--- src/rtl/regfile_wb_queue.sv ---
// rtl/regfile_wb_queue.sv - in-order writeback queue driving the tiny8 dual-write-port register file
//
// Purpose: accepts ALU and memory-stage writeback requests over valid/ready,
// holds them in an in-order circular queue and issues up to two register-file
// writes per cycle. Also reports a pending-register mask and forwards the
// youngest queued value for the register decode is reading.
//
// Ports:
//   clk, rst                     clock; asynchronous active-high reset
//   alu_valid/alu_ready          ALU writeback handshake
//   alu_reg, alu_data            ALU destination register and data
//   mem_valid/mem_ready          memory-stage writeback handshake
//   mem_reg, mem_data            memory-stage destination register and data
//   drain_en                     1 = writes may issue this cycle
//   load1, r1, in1               register-file write port 1
//   load2, r2, in2               register-file write port 2
//   src_reg                      register being read by decode
//   fwd_hit, fwd_data            youngest queued value for src_reg
//   pending                      bit i set while register i has a queued write
//   count                        occupied queue entries

module regfile_wb_queue #(
   parameter int DEPTH = 4,
   parameter int NREG  = 4
) (
   input  logic                     clk,
   input  logic                     rst,
   input  logic                     alu_valid,
   output logic                     alu_ready,
   input  logic [1:0]               alu_reg,
   input  logic [7:0]               alu_data,
   input  logic                     mem_valid,
   output logic                     mem_ready,
   input  logic [1:0]               mem_reg,
   input  logic [7:0]               mem_data,
   input  logic                     drain_en,
   output logic                     load1,
   output logic [1:0]               r1,
   output logic [7:0]               in1,
   output logic                     load2,
   output logic [1:0]               r2,
   output logic [7:0]               in2,
   input  logic [1:0]               src_reg,
   output logic                     fwd_hit,
   output logic [7:0]               fwd_data,
   output logic [NREG-1:0]          pending,
   output logic [$clog2(DEPTH):0]   count
);

   localparam int AW = $clog2(DEPTH);
   localparam int CW = AW + 1;

   logic [AW-1:0] head;
   logic [AW-1:0] tail;
   logic [AW-1:0] head1;
   logic [AW-1:0] mem_slot;
   logic [1:0]    ent_reg  [DEPTH];
   logic [7:0]    ent_data [DEPTH];
   logic          alu_acc;
   logic          mem_acc;
   logic [CW-1:0] enq_n;
   logic [CW-1:0] deq_n;

   // Readiness looks only at the registered count, so there is no
   // valid->ready path and a same-cycle drain earns no credit. MEM needs
   // room for two because it may be accepted alongside an ALU request.
   assign alu_ready = (count <= CW'(DEPTH - 1));
   assign mem_ready = (count <= CW'(DEPTH - 2));

   assign alu_acc  = alu_valid & alu_ready;
   assign mem_acc  = mem_valid & mem_ready;
   // When both are accepted the ALU entry is older and takes the tail slot.
   assign mem_slot = tail + AW'(alu_acc);
   assign enq_n    = CW'(alu_acc) + CW'(mem_acc);
   assign deq_n    = CW'(load1) + CW'(load2);

   // Issue: head on port 1, head+1 on port 2 unless both target the same
   // register, in which case head+1 waits a cycle so writes land in order.
   always_comb begin
      head1 = head + AW'(1);
      load1 = 1'b0;
      r1    = 2'd0;
      in1   = 8'd0;
      load2 = 1'b0;
      r2    = 2'd0;
      in2   = 8'd0;
      if (drain_en && count >= CW'(1)) begin
         load1 = 1'b1;
         r1    = ent_reg[head];
         in1   = ent_data[head];
      end
      if (drain_en && count >= CW'(2) && ent_reg[head1] != ent_reg[head]) begin
         load2 = 1'b1;
         r2    = ent_reg[head1];
         in2   = ent_data[head1];
      end
   end

   // Walk valid entries oldest to youngest; later matches overwrite earlier
   // ones so fwd_data ends up holding the youngest value. Entries issuing this
   // cycle are included since the register file does not hold them yet.
   always_comb begin
      logic [AW-1:0] idx;
      idx      = '0;
      fwd_hit  = 1'b0;
      fwd_data = 8'd0;
      pending  = '0;
      for (int k = 0; k < DEPTH; k++) begin
         idx = head + AW'(k);
         if (CW'(k) < count) begin
            pending[ent_reg[idx]] = 1'b1;
            if (ent_reg[idx] == src_reg) begin
               fwd_hit  = 1'b1;
               fwd_data = ent_data[idx];
            end
         end
      end
   end

   always_ff @(posedge clk or posedge rst) begin
      if (rst) begin
         head  <= '0;
         tail  <= '0;
         count <= '0;
      end else begin
         head  <= head + AW'(deq_n);
         tail  <= tail + AW'(enq_n);
         count <= count + enq_n - deq_n;
      end
   end

   // Entry storage needs no reset: occupancy is defined by count alone.
   always_ff @(posedge clk) begin
      if (!rst && alu_acc) begin
         ent_reg[tail]  <= alu_reg;
         ent_data[tail] <= alu_data;
      end
      if (!rst && mem_acc) begin
         ent_reg[mem_slot]  <= mem_reg;
         ent_data[mem_slot] <= mem_data;
      end
   end

endmodule

--- config.mk ---
export PLATFORM = sky130hd
export DESIGN_NAME = regfile_wb_queue
export DESIGN_NICKNAME = d
export VERILOG_FILES = /design/src/rtl/regfile_wb_queue.sv
export SDC_FILE = /design/constraint.sdc
export NUM_CORES = 1
export LEC_CHECK = 0
export CAP_MARGIN = 15
export CORE_UTILIZATION = 45
export CTS_BUF_LIST = sky130_fd_sc_hd__clkbuf_4 sky130_fd_sc_hd__clkbuf_8 sky130_fd_sc_hd__clkbuf_16
export DETAILED_ROUTE_END_ITERATION = 6
export DONT_BUFFER_PORTS = 1
export PLACE_DENSITY = 0.68
export SYNTH_ARGS = -nofsm -noshare
export SYNTH_HDL_FRONTEND = slang
export SYNTH_SLANG_ARGS = --single-unit
--- constraint.sdc ---
create_clock -name clk -period 9.85 [get_ports clk]
set_input_delay 0.985 -clock clk [delete_from_list [all_inputs] [get_ports clk]]
set_output_delay 0.985 -clock clk [all_outputs]
set_load 0.01 [all_outputs]
==> impl_results.md, run 1 <==
* Status: finished, final reports clean
* Final nets at 400
* Final Max Slew Viols at 0
* Min Tclk post-route at 4.413 ns
* CP Cell Sequence: buf_4 -> mux4_2 -> xnor2_4 -> o21a_4 -> a31oi_1 -> a32oi_1
* Total gr overflow at 0
* Post-synth cell types at 48
* IR drop worst, VDD at 0.1190 mV
* Clock tree from TritonCTS: yes
* CP Data Arrival Time at 3.43 ns
* Clock Pin Slew Worst Setup and Hold Paths at 0.09 ns
* Initial antenna violation count at 0
* Final design utilization at 47.93%
* Post-synthesis sequential area ratio at 33.81%
* Skew final at 0.003325 ns
* DR iter-0 viols at 112
* HPWL Detailed at 7066 um
* CTS Buffer Depth at 2
* Detailed Route WL at 9092 um
* Port buffer count at 0
* CTS buffer count at 5
* Via density at 6.252
* Power Density at 326.2 nW/um2
* Post-synth EDFFs at 40
* Crit path max-delay cell type: mux4_2
* Top delay family on crit path: compound AO/OA/AOI/OAI gates
* Max FFs per register at 32
* Finished Cell Area at 4180 um2
* Placed cell area at 4068 um2
* Final Setup Violations at 0
* Detailed Routing Iterations Pass 1 at 5
* F_max at 0.2266 GHz
* Cts repair resizes at 0
* WL per Instance at 19.22 um
* Area grow syn2layout at 2.705%
* WP buf/inv at 1
* Share of cells above drive strength 1 at 24.38%
* Antenna fix cells at 0
* Clk_lat worst skew at 0.30 ns
* Crit path launch type: flip-flop
* Top Ports at 67
* Synth async-reset ratio at 14.89%
* CP required at 8.87 ns
* Gr usage total at 19.56%
* Cell count after synthesis at 382
* Layout filler cell count at 776
* Endpoints failing hold at 0
* Worst-path fanout max at 50
* #FFs+latches synth at 47
* Syn_area_per_cell at 10.65 um2
* Slew headroom at 24.15%
* Vias at 2957
* CP Class: reg2out
* Num rows at 34
* HP Class: in2async
* Pleak at 1.496 nW
* Post-Route Setup TNS at 0 ns
* First-pass GRT wire length at 14810 um
* Largest net degree at the start of global routing at 51
* Post CTS Setup Buffer Count at 0
* Vias in the first global route at 2744
* Die area at 9429 um2
* Most common cell after layout, fill and taps aside: mux2_2
* GPL Wtd Cong at 0.9796
* Root buf cell: clkbuf_8
* Drt drc at 0
* Die Y at 97.11 um
* Post-DRT Antenna Nets at 0
* Least-Margin Pin Slew at 1.138 ns
* H-tree depth at 2
* Post-synth top flop: edfxtp_1
* Max-cap violations at 0
* RSZ-0062 raised after global routing: false
* CP peak stage delay at 0.69 ns
* DIE WIDTH at 97.11 um
* Commonest non-fill, non-tap cells in the layout: mux2_2, edfxtp_1, nand2_1, mux2i_1, o211ai_1
* Tot Pwr at 1.364 mW
* Core Region at 8721 um2
* Mapped Area at 4070 um2
* Final Cycle Share at 44.80%
* Post-Syn Nets at 418
* CTS sink count at 47
* Starting Density at 46.67%
* Worst Setup End Kind: primary output
* CTS Hold Buffers Added at 0
* Warnings, synthesis at 0
synth_stat cells (4+ instances only):
| cell | count | share of area (%) |
|---|---|---|
| xnor2_1 | 11 | 2.4 |
| inv_1 | 20 | 1.8 |
| o21ai_0 | 16 | 2.0 |
| buf_2 | 12 | 1.5 |
| clkbuf_1 | 9 | 0.83 |
| mux4_2 | 7 | 3.9 |
| o211ai_1 | 26 | 4.8 |
| mux2_2 | 57 | 16 |
| o311ai_1 | 10 | 2.2 |
| dfrtp_1 | 7 | 4.3 |
| or3b_1 | 9 | 1.9 |
| ha_1 | 7 | 2.2 |
| nand2_1 | 29 | 2.7 |
| mux2i_1 | 29 | 7.1 |
| a32oi_1 | 9 | 1.9 |
| nand3_1 | 4 | 0.49 |
| buf_6 | 5 | 1.4 |
| o311ai_0 | 7 | 1.5 |
| nand3b_1 | 6 | 1.1 |
| nor2_1 | 23 | 2.1 |
| edfxtp_1 | 40 | 30 |
power by group:
part | internal, mW | switching (mW)
sequential | 0.268 | 0.0474
combinational | 0.355 | 0.552
clock | 0.0756 | 0.0661
total | 0.698 | 0.665
final cells by class:
type / count / area, um2 / share of cell area, %
clock buffers: 5 / 68.82 / 1.646
clock inverters: 3 / 43.79 / 1.048
inverters: 23 / 86.33 / 2.065
multi-input cells: 283 / 2439 / 58.34
flip-flops and latches: 47 / 1378 / 32.95
well taps: 108 / 135.1 / 3.233
repair buffers: 4 / 30.03 / 0.7183
per-layer routing:
| layer | up-vias | share of wire, % | GRT usage [%] |
|---|---|---|---|
| met3 | 7 | 9.2 | 5.683 |
| met4 | 0 | 0.82 | 4.018 |
| met2 | 118 | 44 | 29.36 |
| li1 | 1432 | - | - |
| met5 | - | 0 | 0 |
| met1 | 1400 | 46 | 28.07 |
worst paths after layout:
path / from / to / slack, ns / depth (start not counted)
max: head[1] / fwd_data[4] / 5.44 / 6
max in group asynchronous: rst / head[1] / 9.08 / 1
min: rst / tail[0] / 0.51 / 1
min in group clk: tail[0] / tail[0] / 0.65 / 1
min reg2reg: tail[0] / tail[0] / 0.65 / 1
max reg2reg: head[1] / count[2] / 5.56 / 13
stage by stage:
stage          cells  hold slack, ns  worst slack (ns)
6_report         473          0.5116             5.437
5_1_grt          473          0.5309             5.245
4_1_cts          473          0.5154             5.441
3_5_place_dp     465          0.6348             5.543
3_3_place_gp     465          0.6170             5.663
2_1_floorplan    382          0.5010             6.283
cells by family after synthesis:
kind of cell	after synthesis	synth area share [%]
AOI/OAI and AO/OA	79	14.48
xor gates and xnor gates	17	4.488
adders and majority gates	9	3.136
buffers and inverters	52	6.455
DFF	47	33.81
muxes	94	27.11
and+or+nand+nor	84	10.51
Power figures use the tool's default switching activity.
==> inputs of run 2 (changes only) <==
- clock period: 9.85 -> 4.25 ns (I/O delays scaled with it)
==> run 2 against run 1 <==
Clock-buffer cell count is the same. Non-clock buffer count grew 6. Sequential share of layout area shrank 0.39 points. Utilization grew 0.57 points. Clock power grew 130%. Cell area grew 1.2%. First-iteration DRC count grew 48%. Wire length grew 4.0%. Power grew 140%. Setup slack lost 4.8 ns. Die area is the same. Via count shrank 1.3%. Critical path type unchanged. Largest cell class unchanged.
==> impl_results.md, run 2 (synthesis results as in run 1) <==
* Post-Route Setup TNS at 0 ns
* Area grow syn2layout at 3.935%
* Layout filler cell count at 765
* Setup ws final at 0.6361 ns
* Internal cell power at 1.650 mW
* Vias in the first global route at 2811
* Endpoints failing hold at 0
* Status: finished, final reports clean
* H-tree depth at 2
* Total gr overflow at 0
* Top delay family on crit path: buffers and inverters
* Crit path launch type: flip-flop
* CTS Buffer Depth at 2
* Root buf cell: clkbuf_8
* Via density at 6.092
* Detailed Routing Iterations Pass 1 at 4
* Final Setup Violations at 0
* WP buf/inv at 3
* Max-cap violations at 0
* Met2 WL post-DR at 4222 um
* CP required at 3.83 ns
* Gr usage total at 20.47%
* Least-Margin Pin Slew at 0.8869 ns
* Final nets at 406
* Worst Setup End Kind: primary output
* DR iter-0 viols at 166
* Crit path max-delay cell type: buf_4
* Combinational fraction of design power at 66.4%
* First-pass GRT wire length at 15530 um
* Starting Density at 46.67%
* DIE WIDTH at 97.11 um
* P_sw at 1.570 mW
* Power Density at 761.0 nW/um2
* CTS buffer count at 5
* Antenna fix cells at 0
* Final Max Slew Viols at 0
* Final hold slack at 0.3430 ns
* Drt drc at 0
* Max FFs per register at 32
* HPWL Detailed at 7221 um
* DRT met1 WL at 4432 um
* Share of cells above drive strength 1 at 25.34%
* WL per Instance at 19.73 um
* HP Class: in2reg
* Post CTS Setup Buffer Count at 0
* Core Region at 8721 um2
* Top Ports at 67
* CP Class: reg2out
* Pleak at 1.522 nW
* Post-place setup slack at 0.9921 ns
* IR drop worst, VDD at 0.2530 mV
* Worst-path fanout max at 43
* Clock power frac at 10.2%
* Commonest non-fill, non-tap cells in the layout: mux2_2, edfxtp_1, nand2_1, mux2i_1, o211ai_1
* Min Tclk post-route at 3.614 ns
* Largest net degree at the start of global routing at 44
* Most used cell, CP: buf_4
* Num rows at 34
* Skew final at 0.009070 ns
* Most common cell after layout, fill and taps aside: mux2_2
* Vias at 2918
* CTS sink count at 47
* Clk_lat worst skew at 0.30 ns
* Die Y at 97.11 um
* Clock tree from TritonCTS: yes
* Clock Pin Slew Worst Setup and Hold Paths at 0.09 ns
* Top layer in use: met4
* Port buffer count at 0
* Tot Pwr at 3.219 mW
* RSZ-0062 raised after global routing: false
* Final design utilization at 48.51%
* Die area at 9429 um2
* Post-DRT Antenna Nets at 0
* Wire length on met3 at 727 um
* Seq pwr share at 23.4%
* Multi-input combinational cell area at 2439 um2
* Net Sw Frac at 48.75%
* Detailed Route WL at 9453 um
* CP Data Arrival Time at 3.19 ns
* F_max at 0.2767 GHz
* GPL Wtd Cong at 0.8719
* Seq. cell area at 1378 um2
* Final Cycle Share at 85.03%
* CP peak stage delay at 0.53 ns
* CP Cell Sequence: buf_4 -> mux2i_1 -> mux2i_1 -> buf_4 -> o21a_4 -> a31oi_1 -> buf_4 -> a32oi_1
* Slew headroom at 39.71%
* Initial antenna violation count at 0
-- run 2: cell count changes in the layout (fill, tap and decap cells not counted) --
cell	before	now
buf_4	4	9
inv_6	0	1
dlygate4sd3_1	0	1
clkinvlp_4	0	1
clkinv_2	1	0
clkinv_4	1	0
-- run 2: repair_timing --
item                                   4_1_cts  5_1_grt
gates resized for setup                      0        0
hold buffers                                 1        0
endpoints found under the hold margin        7        0
-- run 2: through the flow --
| stage | std cells | area, um2 |
|---|---|---|
| 5_1_grt | 479 | 4230 |
| 3_3_place_gp | 470 | 4105 |
| 2_1_floorplan | 382 | 4070 |
| 4_1_cts | 479 | 4230 |
| 3_5_place_dp | 470 | 4105 |
| 6_report | 479 | 4230 |
-- run 2: path summary, 6_finish.rpt --
kind	start	to	slack, ns	depth (start not counted)
max in group asynchronous	rst	head[1]	3.48	2
max reg2reg	head[0]	count[2]	1.01	12
min	mem_data[2]	ent_data[2][2]	0.34	1
max	head[1]	fwd_data[7]	0.64	8
min in group asynchronous	rst	count[2]	0.51	2
min reg2reg	tail[0]	tail[0]	0.65	1
-- run 2: area by class of cell --
| class | count | share of cell area [%] |
|---|---|---|
| clock buffers | 5 | 1.627 |
| clock inverters | 3 | 1.094 |
| inverters | 23 | 2.041 |
| multi-input cells | 283 | 57.65 |
| flip-flops and latches | 47 | 32.56 |
| well taps | 108 | 3.194 |
| repair buffers | 10 | 1.834 |
-- run 2: per-layer routing --
layer,vias to the layer above,GRT usage (%)
met5,-,0
met4,0,4.707
met3,6,4.748
met2,101,30.39
met1,1377,30.25
li1,1434,-
-- run 2: power groups by stage --
stage	Combinational (mW)	Clock, mW	Sequential, mW
final	2.14	0.329	0.752
after global routing	2.35	0.353	0.770
after CTS	2.13	0.336	0.752
after detailed placement	2.12	0	0.762
after global placement	2.10	0	0.759
after floorplan	1.86	0	0.683
==> inputs of run 3 (changes only) <==
- HOLD_SLACK_MARGIN: unset -> 0.08
==> results of run 3 <==
No change in the layout: final DEF, timing and power equal those of run 2.
